File: src/rtl/async_fifo_pkg.sv
// -----------------------------------------------------------------------------
// async_fifo_pkg
// Shared definitions for both sides of the asynchronous FIFO.
//   - SIZE_DEFAULT     : default address width (depth = 2**SIZE_DEFAULT)
//   - AE_LEVEL_DEFAULT : default almost-empty threshold in words
//   - bin2gray()       : binary to reflected Gray code
//   - gray2bin()       : reflected Gray code to binary
// The functions work on 32-bit zero-extended values. Callers slice the result
// back to their pointer width. Zero extension does not change either mapping.
// -----------------------------------------------------------------------------
package async_fifo_pkg;

    localparam int SIZE_DEFAULT     = 4;
    localparam int AE_LEVEL_DEFAULT = 2;

    function automatic logic [31:0] bin2gray(input logic [31:0] bin);
        return (bin >> 1) ^ bin;
    endfunction

    // Each binary bit is the XOR of all Gray bits at or above it.
    function automatic logic [31:0] gray2bin(input logic [31:0] gray);
        logic [31:0] bin;
        bin     = '0;
        bin[31] = gray[31];
        for (int i = 30; i >= 0; i--) begin
            bin[i] = bin[i+1] ^ gray[i];
        end
        return bin;
    endfunction

endpackage

File: src/rtl/read_operation_gray2bin_conv.sv
// -----------------------------------------------------------------------------
// gray2bin_conv
// Combinational Gray-to-binary converter. It uses an XOR prefix that runs
// from the MSB down to the LSB.
// Parameters:
//   W     : width of the code word
// Ports:
//   gray  : input  [W-1:0]  Gray-coded value
//   bin   : output [W-1:0]  equivalent binary value
// -----------------------------------------------------------------------------
module gray2bin_conv #(
    parameter int W = 5
) (
    input  logic [W-1:0] gray,
    output logic [W-1:0] bin
);

    logic [W-1:0] acc;

    always_comb begin
        acc        = '0;
        acc[W-1]   = gray[W-1];
        for (int i = W - 2; i >= 0; i--) begin
            acc[i] = acc[i+1] ^ gray[i];
        end
        bin = acc;
    end

endmodule

File: src/rtl/read_operation.sv
// -----------------------------------------------------------------------------
// read_operation
// Read-side pointer and empty-flag controller of the asynchronous FIFO.
// The block keeps the binary read pointer and drives the storage read address.
// It publishes a registered Gray read pointer for the write domain. It also
// registers the empty flag, computed from the next Gray pointer and the write
// pointer that has already been synchronised into rclk.
//
// Optional feature macro: RD_ALMOST_EMPTY_EN
//   When this macro is defined, the block adds a registered fill level
//   (rlevel) and an almost-empty flag (ralmost_empty, set when level <=
//   AE_LEVEL).
//
// Parameters:
//   SIZE      : address width, depth = 2**SIZE, pointers are SIZE+1 bits
//   AE_LEVEL  : almost-empty threshold in words (feature build only)
// Ports:
//   rclk          in   read-domain clock
//   rrst          in   synchronous active-high reset
//   rq2_wptr      in   [SIZE:0]   Gray write pointer, synchronised into rclk
//   rinc          in   read request, ignored while rempty=1
//   rempty        out  registered empty flag
//   raddr         out  [SIZE-1:0] storage read address
//   rptr          out  [SIZE:0]   registered Gray read pointer
//   ralmost_empty out  registered almost-empty flag (feature build only)
//   rlevel        out  [SIZE:0]   registered fill level (feature build only)
//
// Handshake: a read is accepted on a rising rclk edge when rinc=1 and
// rempty=0. rempty acts as the inverted "valid" signal and rinc acts as the
// "ready/take" signal. The pointer, raddr, rptr and rempty update together on
// that same edge.
// -----------------------------------------------------------------------------
module read_operation
    import async_fifo_pkg::*;
#(
    parameter int SIZE     = SIZE_DEFAULT,
    parameter int AE_LEVEL = AE_LEVEL_DEFAULT
) (
    input  logic            rclk,
    input  logic            rrst,
    input  logic [SIZE:0]   rq2_wptr,
    input  logic            rinc,
    output logic            rempty,
    output logic [SIZE-1:0] raddr,
`ifdef RD_ALMOST_EMPTY_EN
    output logic            ralmost_empty,
    output logic [SIZE:0]   rlevel,
`endif
    output logic [SIZE:0]   rptr
);

    logic [SIZE:0] rbin_q,   rbin_d;
    logic [SIZE:0] rptr_q,   rptr_d;
    logic          rempty_q, rempty_d;
    logic          rd_en;
    logic [31:0]   gray_wide;

    // A read is honoured only while the registered flag says data exists.
    // This keeps the pointer from ever passing the synchronised write pointer.
    assign rd_en = rinc & ~rempty_q;

    always_comb begin
        rbin_d    = rbin_q + {{SIZE{1'b0}}, rd_en};
        gray_wide = bin2gray(32'(rbin_d));
        rptr_d    = gray_wide[SIZE:0];
        // Empty when the next read pointer catches the write pointer exactly.
        // Both pointers are compared on all bits, including the lap MSB.
        rempty_d  = (rptr_d == rq2_wptr);
    end

    always_ff @(posedge rclk) begin
        if (rrst) begin
            rbin_q   <= '0;
            rptr_q   <= '0;
            rempty_q <= 1'b1;
        end else begin
            rbin_q   <= rbin_d;
            rptr_q   <= rptr_d;
            rempty_q <= rempty_d;
        end
    end

    assign rempty = rempty_q;
    assign raddr  = rbin_q[SIZE-1:0];
    assign rptr   = rptr_q;

`ifdef RD_ALMOST_EMPTY_EN
    logic [SIZE:0] wbin_s;
    logic [SIZE:0] rlevel_q, rlevel_d;
    logic          rae_q,    rae_d;

    gray2bin_conv #(
        .W (SIZE + 1)
    ) u_wptr_g2b (
        .gray (rq2_wptr),
        .bin  (wbin_s)
    );

    always_comb begin
        // The subtraction wraps modulo 2**(SIZE+1). This gives the correct
        // occupancy across pointer laps.
        rlevel_d = wbin_s - rbin_d;
        rae_d    = (rlevel_d <= (SIZE+1)'(AE_LEVEL));
    end

    always_ff @(posedge rclk) begin
        if (rrst) begin
            rlevel_q <= '0;
            rae_q    <= 1'b1;
        end else begin
            rlevel_q <= rlevel_d;
            rae_q    <= rae_d;
        end
    end

    assign rlevel        = rlevel_q;
    assign ralmost_empty = rae_q;
`else
    // The threshold has no effect without the level logic.
    logic ae_level_unused;
    assign ae_level_unused = ^AE_LEVEL;
`endif

endmodule
File: config.mk
export PLATFORM = sky130hd
export DESIGN_NAME = read_operation
export DESIGN_NICKNAME = d
export VERILOG_FILES = /design/src/rtl/async_fifo_pkg.sv /design/src/rtl/read_operation_gray2bin_conv.sv /design/src/rtl/read_operation.sv
export SDC_FILE = /design/constraint.sdc
export NUM_CORES = 1
export LEC_CHECK = 0
export ABC_AREA = 0
export BUFFER_PORTS_ARGS = -buffer_cell sky130_fd_sc_hd__buf_2
export CAP_MARGIN = 15
export CELL_PAD_IN_SITES_DETAIL_PLACEMENT = 0
export CELL_PAD_IN_SITES_GLOBAL_PLACEMENT = 1
export CORE_MARGIN = 2
export CORE_UTILIZATION = 30
export CTS_BUF_LIST = sky130_fd_sc_hd__clkbuf_4 sky130_fd_sc_hd__clkbuf_8
export DETAILED_ROUTE_END_ITERATION = 10
export GPL_ROUTABILITY_DRIVEN = 0
export GPL_TIMING_DRIVEN = 0
export PLACE_DENSITY_LB_ADDON = 0.25
export SYNTH_ARGS = -nofsm -noshare
export SYNTH_HDL_FRONTEND = slang
export SYNTH_HIERARCHICAL = 1
export SYNTH_SLANG_ARGS = --single-unit
File: constraint.sdc
create_clock -name rclk -period 2.3 [get_ports rclk]
set_input_delay 0.115 -clock rclk [delete_from_list [all_inputs] [get_ports rclk]]
set_output_delay 0.115 -clock rclk [all_outputs]
set_load 0.01 [all_outputs]
**Yosys cells after proc, flatten, opt, wreduce, memory -nomap -nowiden**

Cells that the tools add are included.

- Word-level logic and storage cells: 8
- Register bits: 11

- Equality and inequality tests: 1
- Bitwise gates (word level): 3
- Add/subtract/negate cells: 1

Operators with widths:

| cell | number |
|---|---|
| 5-bit by 1-bit adder with 5-bit output | 1 |
| 5-bit == test | 1 |
| 4-bit by 5-bit bitwise XOR with 5-bit output | 1 |
| 1-bit AND | 1 |
| 1-bit inverter | 1 |

**Depth between registers and ports, before layout**

Gate-level depths: netlist of run 1.

- Depth in word-level cells: 5
- Gate-level depth with buffers: 8
- Mapped depth without buffers: 8

**Worst setup path before layout of run 1**

No wires, ideal clock.

- Kind: reg-to-reg
- Start point: register rempty_q (netlist: rempty)
- End point: register rempty_q (netlist: rempty)
- Library setup time: 116 ps
- Setup slack: 594 ps
- Cell stages (with the launch flop): 8
- Arrival time: 1590 ps
- Path buffers: 0
- Cell sequence: dfxtp_1 -> nor2b_1 -> ha_1 -> ha_1 -> xnor2_1 -> xnor2_2 -> xor2_1 -> a41o_1

- Word-level cells in the longest chain between the ends: 5

RTL lines:

| element | line | text |
|---|---|---|
| start: declaration | read_operation.sv:54 | `logic rempty_q, rempty_d;` |
| start signal: assignment | read_operation.sv:79 | `rempty_q <= rempty_d;` |
| 1-bit inverter | read_operation.sv:60 | `assign rd_en = rinc & ~rempty_q;` |
| 1-bit AND | read_operation.sv:60 |  |
| 5-bit by 1-bit adder with 5-bit output | read_operation.sv:63 | `rbin_d = rbin_q + {{SIZE{1'b0}}, rd_en};` |
| 4-bit by 5-bit bitwise XOR with 5-bit output | async_fifo_pkg.sv:17 | `return (bin >> 1) ^ bin;` |
| 5-bit == test | read_operation.sv:68 | `rempty_d = (rptr_d == rq2_wptr);` |

Every way passes these cells.
A chain may end at the register's enable or synchronous reset.

**Final worst setup path of run 1**

Ends and elaborated chain as after synthesis.

==> results.ini, run 1 <==
[hold_path]
hold_class=input pin to register
hold_path_depth=3
min-delay-start=rq2_wptr[4]
hold_end=rempty

[outcome]
status=complete, no violations

[detailed_routing]
wirelength_microns=836
vias_per_cell=4.600
drtAntennaViolNets=0
first_iter_violations=5
drc=0
vias=391
drt_pre_antenna_iters=4
wire_per_inst_microns=9.835

[worst_setup_path]
crit_fanout=4
cp_cell_sequence=nor2b_1 -> ha_1 -> ha_1 -> nor2b_1 -> a21oi_1 -> o21ai_2 -> xnor2_1 -> a41o_1
slowest_delay_ns=0.32
rrSetupSlack_ns=0.54
r2r_end=rempty
r2r_start=rempty
r2r.worst_path.cells=8
path_class=register to register
required_ns=2.46
crit_slowest_cell=dfxtp_1
cp.arrival_ns=1.92
crit_path_start_kind=register
cp-end-kind=register

[synthesis]
ys_types=15
syn_avg_cell_area_sq_um=9.684
synth_seq_area_share_pct=41.34
syn_inst=50
ys_ff_latch=10
synthesis.nets=60
yosys_warnings=6
syn_area_sq_um=484.2

[clock_tree]
cts_tree=yes
cts_buffers=3
cts_max_level=1
cts_root_buffer=clkbuf_4
clock_sinks=10
path_clk_slew_ns=0.07
post_cts_buffers=0
clockBufferDepth=2
cts_resized=0
cts_hold_buf=0
clk_latency_ns=0.26

[place]
dp_hpwl_microns=645.9
port_buffers=16
dp.cells=82

[power_and_ir_drop]
power.total_uw=346.3
pwr_density_cell_nw_per_um2=570.6
ir_drop_mv=0.2071
leakage_uw=0.0002894

[floorplanning]
design.core.area_sq_um=1506
die_width_microns=44.18
die_area_sq_um=1951
rows=14
die_h_microns=44.18
start_util_pct=32.14
boundaryPins=18

[sta]
slew_viol_final=0
period_needed_ns=1.757
rsz0062_at_grt=false
clock.fmax_mhz=569.2
hold_viol=0
clock_skew_ns=0.006403
slew_headroom_pct=69.23
tightest_slew_ns=0.4616
setup_tns_ns=0
setup_violations=0
min_period_over_period_pct=76.38

[cells_and_area]
syn_to_final_growth_pct=25.32
final_nets=81
stdcell_count=85
fillers=165
diodes=0
drive_gt1_share_pct=31.88
final_cell_mix=buf_2 (16), dfxtp_1 (10), nor2_1 (7)
final_common_cell=buf_2

[global_route]
antenna_found_initial=0
grt_remaining_overflow=0
grt_pass1_vias=350
grt_max_degree=11
grt_first_pass_wirelength_microns=1352
grt_usage_pct=9.721

[run]
cap_viol_max_count=0

[per-stage QoR]
stage	worst slack [ns]	area, sq um	utilization [%]	hold slack, ns
2_1_floorplan	0.5942	484.2	-	0.4029
3_3_place_gp	0.5696	584.3	38.79	0.5081
3_5_place_dp	0.5538	584.3	38.79	0.5071
4_1_cts	0.5214	606.8	40.28	0.2401
5_1_grt	0.3697	606.8	40.28	0.2530
6_report	0.5433	606.8	40.28	0.2423
[worst max-delay path by stage]
stage,start,endpoint,slack [ns]
floorplan,rempty,rempty,0.59
global placement,rempty,rempty,0.57
detailed placement,rempty,rempty,0.55
CTS,rempty,rempty,0.52
global route,rempty,rempty,0.37
finish,rempty,rempty,0.54
[cells by family (layout without fill, tap and decap cells)]
group	Yosys count	after routing	synth area share, %
adder cells (fa/ha/maj)	2	2	5.167
buffers and inverters	1	20	0.7745
AO/OA/AOI/OAI	4	4	5.942
AND/OR/NAND/NOR	19	19	18.35
flip-flops	10	10	41.34
XOR/XNOR	14	14	28.43
[cells in the mapped netlist (all sizes together)]
master | n | area, sq um
dfxtp | 10 | 200.2
nor2 | 7 | 26.28
xnor2 | 7 | 68.82
xor2 | 7 | 68.82
nor2b | 6 | 37.54
nand2 | 4 | 15.01
ha | 2 | 25.02
nand3 | 2 | 10.01
o21ai | 2 | 13.76
a21oi | 1 | 5.000
a41o | 1 | 10.01
clkbuf | 1 | 3.750
[worst max-delay path, delay by kind of cell (launching register included)]
| family | cells | cell delay, ns |
|---|---|---|
| fa+ha+maj | 2 | 0.47 |
| simple gates | 2 | 0.21 |
| xor+xnor | 1 | 0.13 |
| compound gates | 3 | 0.52 |
| flops | 1 | 0.32 |
[flip-flops by register name, indices dropped and copies added (netlist names)]
signal  cells
rempty      1
rbin_q      5
rptr        4
[final cells by class]
| class | instances | area [sq um] | share of cell area [%] |
|---|---|---|---|
| multi-input cells | 39 | 280.3 | 46.19 |
| flip-flops and latches | 10 | 200.2 | 32.99 |
| repair buffers | 16 | 80.08 | 13.20 |
| clock buffers | 3 | 22.52 | 3.711 |
| well taps | 16 | 20.02 | 3.299 |
| plain buffers | 1 | 3.754 | 0.6186 |
[power breakdown]
group	switching, uW	leakage [uW]	internal, uW
clock network	57.0	0.0000138	60.3
registers	2.74	0.0000814	180
logic	23.8	0.000194	22.7
total	83.6	0.000289	263
[metal layers]
metal | GRT usage (%) | vias to the layer above | share of wire, %
met3 | 4.082 | 2 | 6.5
met5 | 0 | - | 0
met2 | 15.29 | 14 | 48
met4 | 7.273 | 0 | 1.8
li1 | - | 197 | -
met1 | 10.30 | 178 | 44
(Power assumes the default switching activity.)
==> inputs of run 2 (changes only) <==
- clock period: 2.3 -> 1.6 ns (I/O delays scaled with it)
==> results.ini, run 2 (synthesized netlist as in run 1, its figures left out) <==
[sta]
min_period_over_period_pct=99.50  ; was 76.38%
slew_headroom_pct=71.25  ; was 69.23%
setup_tns_ns=0  ; unchanged
period_needed_ns=1.592  ; was 1.757 ns
tightest_slew_ns=0.4313  ; was 0.4616 ns
slew_viol_final=0  ; unchanged
setup_violations=0  ; unchanged
hold_viol=0  ; unchanged
clock.fmax_mhz=628.1  ; was 569.2 MHz
rsz0062_at_grt=true  ; was false
clock_skew_ns=0.003600  ; was 0.006403 ns
worst_slack_ns=0.007927  ; was 0.5433 ns

[power_and_ir_drop]
ir_drop_mv=0.3876  ; was 0.2071 mV
leakage_uw=0.0003131  ; was 0.0002894 uW
pwr_density_cell_nw_per_um2=791.6  ; was 570.6 nW/um^2

[detailed_routing]
vias=385  ; was 391
vias_per_cell=4.375  ; was 4.600
drt_pre_antenna_iters=4  ; unchanged
wl_met3_microns=40  ; was 54 microns
routed.top_layer=met4  ; unchanged
drtAntennaViolNets=0  ; unchanged
drt-met1-wl_microns=409  ; was 367 microns
wl_met2_microns=401  ; was 399 microns
wire_per_inst_microns=9.886  ; was 9.835 microns
first_iter_violations=2  ; was 5
wirelength_microns=870  ; was 836 microns
drc=0  ; unchanged

[global_route]
antenna_found_initial=0  ; unchanged
grt_max_degree=11  ; unchanged
grt_first_pass_wirelength_microns=1442  ; was 1352 microns
grt_remaining_overflow=0  ; unchanged
grt_pass1_vias=371  ; was 350
grt_usage_pct=10.25  ; was 9.721%

[cells_and_area]
top_register=rbin_q  ; unchanged
final_nets=83  ; was 81
syn_to_final_growth_pct=45.74  ; was 25.32%
stdcell_count=88  ; was 85
fillers=152  ; was 165
finish.utilization_pct=46.84  ; was 40.28%
drive_gt1_share_pct=48.61  ; was 31.88%
register_area_sq_um=201.4  ; was 200.2 sq um
diodes=0  ; unchanged
largest_reg_flops=5  ; unchanged
final_cell_mix=buf_2 (16), dfxtp_1 (9), nor2_1 (7), xor2_1 (6), nor2b_1 (5)  ; was buf_2 (16), dfxtp_1 (10), nor2_1 (7)
multi_input_area_sq_um=349.1  ; was 280.3 sq um
final_common_cell=buf_2  ; unchanged

[worst_setup_path]
required_ns=1.75  ; was 2.46 ns
crit_family=adder cells  ; was compound AO/OA/AOI/OAI gates
cp_cell_sequence=nor2b_1 -> ha_2 -> ha_4 -> nand3_2 -> xor2_1 -> xor2_1 -> a41o_1  ; was nor2b_1 -> ha_1 -> ha_1 -> nor2b_1 -> a21oi_1 -> o21ai_2 -> xnor2_1 -> a41o_1
slowest_delay_ns=0.32  ; about the same
crit_buf_inv=0  ; unchanged
r2r_start=rempty  ; unchanged
cp.arrival_ns=1.75  ; was 1.92 ns
rrSetupSlack_ns=0.008  ; was 0.54 ns
cp-end-kind=register  ; unchanged
crit_fanout=4  ; unchanged
path_class=register to register  ; unchanged
startpoint=rempty  ; unchanged
crit_top_cell=xor2_1
crit_path_start_kind=register  ; unchanged
crit_slowest_cell=dfxtp_2  ; was dfxtp_1

[place]
pre_cts_ws_ns=-0.04760  ; was 0.5538 ns
dp_hpwl_microns=663.6  ; was 645.9 microns
port_buffers=16  ; unchanged
dp.cells=82  ; unchanged

[floorplanning]
die_width_microns=44.18  ; unchanged
design.core.area_sq_um=1506  ; unchanged
die_h_microns=44.18  ; unchanged
start_util_pct=32.14  ; unchanged
boundaryPins=18  ; unchanged
rows=14  ; unchanged
die_area_sq_um=1951  ; unchanged

[hold_path]
hold_class=input pin to register  ; unchanged
min-delay-start=rrst  ; was rq2_wptr[4]

[clock_tree]
cts_root_buffer=clkbuf_4  ; unchanged
clk_latency_ns=0.26  ; about the same
cts_max_level=1  ; unchanged
path_clk_slew_ns=0.07  ; about the same
cts_hold_buf=0  ; unchanged
cts_tree=yes  ; unchanged
clock_sinks=10  ; unchanged
clockBufferDepth=2  ; unchanged
cts_buffers=3  ; unchanged

[outcome]
status=complete, no violations  ; unchanged

[run]
cap_viol_max_count=0  ; unchanged

## run 2: final cells by class
cell class              count  area share (%)
repair buffers             18           13.48
multi-input cells          39           49.47
plain buffers               1          0.5319
well taps                  16           2.837
flip-flops and latches     10           28.55
clock buffers               4           5.142
## run 2: worst paths after layout
| check | end | cells past startpoint |
|---|---|---|
| worst max-delay path | rempty | 7 |
| worst min-delay path | rptr[0] | 2 |
| worst max register to register | rempty | 7 |
| worst min register to register | rptr[3] | 2 |
## run 2: worst reg2reg max path, delay by kind of cell (launching register included)
family	cells	cell delay, ns
fa+ha+maj	2	0.42
xor+xnor	2	0.34
flops	1	0.32
compound gates	1	0.21
simple gates	2	0.20
## run 2: power by group
group	total [uW]	internal (uW)	switching, uW
registers	263	259	4.68
clock network	221	138	83.2
logic	74.3	38.5	35.8
## run 2: repair_timing
action | CTS | global route
hold endpoints to repair | 0 | 0
setup buffers | 2 | 0
setup endpoints to repair | 1 | 2
resized for setup | 6 | 3
cloned | 0 | 0
pin swaps | 3 | 1
## run 2: per-layer routing
metal | global-route usage, % | vias up
met1 | 11.11 | 169
met2 | 17.06 | 10
li1 | - | 204
met4 | 7.273 | 0
met3 | 2.857 | 2
met5 | 0 | -
## run 2: stage by stage
stage	total power, uW	hold WS [ns]	area [sq um]
after floorplan	315.6	0.3679	506.7
after global placement	339.3	0.4729	606.8
after detailed placement	339.5	0.4721	606.8
after CTS	567.6	0.1980	689.4
after global routing	592.6	0.2092	705.7
final	558.6	0.1977	705.7
==> inputs of run 3 (changes only) <==
- BUFFER_PORTS_ARGS: -buffer_cell sky130_fd_sc_hd__buf_2 -> unset
- DONT_BUFFER_PORTS: unset -> 1
==> results.ini, run 3 (synthesized netlist as in run 1, its figures left out) <==
[outcome]
violations=setup timing
status=finished with violations  ; was complete, no violations

[floorplanning]
die_width_microns=44.18  ; unchanged
die_h_microns=44.18  ; unchanged
boundaryPins=18  ; unchanged
rows=14  ; unchanged
start_util_pct=32.14  ; unchanged
design.core.area_sq_um=1506  ; unchanged
die_area_sq_um=1951  ; unchanged

[cells_and_area]
finish.utilization_pct=42.11  ; was 46.84%
multi_input_area_sq_um=350.3  ; was 349.1 sq um
top_register=rbin_q  ; unchanged
drive_gt1_share_pct=35.09  ; was 48.61%
register_area_sq_um=201.4  ; unchanged
final_common_cell=dfxtp_1  ; was buf_2
fillers=154  ; was 152
final_nets=68  ; was 83
syn_to_final_growth_pct=31.01  ; was 45.74%
largest_reg_flops=5  ; unchanged
diodes=0  ; unchanged
final_cell_mix=dfxtp_1 (9), nor2_1 (7), xor2_1 (5)  ; was buf_2 (16), dfxtp_1 (9), nor2_1 (7), xor2_1 (6), nor2b_1 (5)

[sta]
worst_slack_ns=-0.006337  ; was 0.007927 ns
hold_viol=0  ; unchanged
rsz0062_at_grt=true  ; unchanged
setup_tns_ns=-0.006337  ; was 0 ns
hold_ws_ns=0.1072  ; was 0.1977 ns
min_period_over_period_pct=100.4  ; was 99.50%
tightest_slew_ns=0.4511  ; was 0.4313 ns
setup_violations=1  ; was 0
period_needed_ns=1.606  ; was 1.592 ns
slew_viol_final=0  ; unchanged
slew_headroom_pct=69.92  ; was 71.25%
clock.fmax_mhz=622.5  ; was 628.1 MHz
clock_skew_ns=0.0003952  ; was 0.003600 ns

[worst_setup_path]
crit_end=rempty  ; unchanged
r2r.worst_path.cells=7  ; unchanged
r2r_start=rempty  ; unchanged
path_class=register to register  ; unchanged
required_ns=1.75  ; about the same
rrSetupSlack_ns=-0.006  ; was 0.008 ns
cp-end-kind=register  ; unchanged
r2r_end=rempty  ; unchanged
crit_fanout=4  ; unchanged
startpoint=rempty  ; unchanged
cp.arrival_ns=1.76  ; was 1.75 ns
crit_path_start_kind=register  ; unchanged

[power_and_ir_drop]
sw_frac_of_total_pct=22.82  ; was 22.15%
ir_drop_mv=0.4295  ; was 0.3876 mV
pwr_density_cell_nw_per_um2=865.6  ; was 791.6 nW/um^2
p_switching_uw=125.3  ; was 123.7 uW
power.total_uw=549.1  ; was 558.6 uW
leakage_uw=0.0002421  ; was 0.0003131 uW
internal_power_uw=423.8  ; was 434.9 uW
clock_power_share_pct=41.4  ; was 39.6%
power_frac_seq_pct=49.2  ; was 47.1%
p_comb_share_pct=9.4  ; was 13.3%

[clock_tree]
cts_buffers=3  ; unchanged
cts_max_level=1  ; unchanged
cts_hold_buf=0  ; unchanged
cts_root_buffer=clkbuf_4  ; unchanged
clockBufferDepth=2  ; unchanged
clock_sinks=10  ; unchanged
clk_latency_ns=0.26  ; about the same
cts_tree=yes  ; unchanged
path_clk_slew_ns=0.07  ; about the same

[detailed_routing]
wirelength_microns=857  ; was 870 microns
vias=343  ; was 385
drtAntennaViolNets=0  ; unchanged
vias_per_cell=4.699  ; was 4.375
wire_per_inst_microns=11.74  ; was 9.886 microns
first_iter_violations=3  ; was 2
drt_pre_antenna_iters=3  ; was 4
drc=0  ; unchanged

[hold_path]
hold_class=input pin to register  ; unchanged

[global_route]
grt_usage_pct=10.90  ; was 10.25%
grt_pass1_vias=334  ; was 371
use_met3_pct=4.898  ; was 2.857%
busiest_layer=met2  ; unchanged
groute.layer.met2.usage_pct=15.00  ; was 17.06%
grt_max_degree=11  ; unchanged
grt_first_pass_wirelength_microns=1462  ; was 1442 microns
antenna_found_initial=0  ; unchanged
grt_remaining_overflow=0  ; unchanged
gr-usage-met1_pct=12.78  ; was 11.11%

[run]
cap_viol_max_count=0  ; unchanged

[place]
port_buffers=0  ; was 16
pre_cts_ws_ns=-0.09611  ; was -0.04760 ns
dp_hpwl_microns=650.8  ; was 663.6 microns

run 3: worst min path at each step:
stage                      startpoint  endpoint  slack (ns)  cells after the start
after floorplan           rq2_wptr[4]    rempty        0.37                      2
after global placement        rptr[3]   rptr[3]        0.39                      0
after detailed placement      rptr[3]   rptr[3]        0.39                      0
after CTS                 rq2_wptr[4]    rempty        0.11                      2
after global routing      rq2_wptr[4]    rempty        0.12                      2
final                     rq2_wptr[4]    rempty        0.11                      2
run 3: stage by stage:
stage | instance area, sq um | std cells
CTS | 624.3 | 72
detailed placement | 526.8 | 66
finish | 634.4 | 73
global placement | 526.8 | 66
global route | 634.4 | 73
floorplan | 506.7 | 50
run 3: power by group through the flow:
stage               sequential (uW)  clock, uW  combinational [uW]
finish                          270        227                51.8
global route                    271        245                59.6
CTS                             270        232                52.1
detailed placement              275          0                49.6
global placement                275          0                49.1
floorplan                       273          0                42.2
run 3: worst max-delay path: stages, from the launching register on:
cell and delay [ns]:
dfxtp_2 0.35, nor2b_2 0.11, ha_2 0.20, ha_4 0.21, nand3_4 0.09, xor2_2 0.17, xor2_1 0.16, a41o_1 0.21
run 3: layout make-up:
| cell class | instances | share of cell area [%] |
|---|---|---|
| plain buffers | 1 | 0.5917 |
| flip-flops and latches | 10 | 31.76 |
| clock buffers | 4 | 5.720 |
| well taps | 16 | 3.156 |
| multi-input cells | 39 | 55.23 |
| repair buffers | 3 | 3.550 |
run 3: layer usage:
metal | vias to the layer above | share of wire [%] | wire length [microns]
met5 | - | 0 | 0
met4 | 0 | 2.2 | 19
met3 | 2 | 8.4 | 72
met2 | 10 | 50 | 432
met1 | 158 | 39 | 332
li1 | 173 | - | -
run 3: what timing repair did:
item / in CTS / in global routing
buffers inserted: 2 / 1
resized for setup: 8 / 1
setup endpoints to repair: 1 / 2
pin swaps: 4 / 0
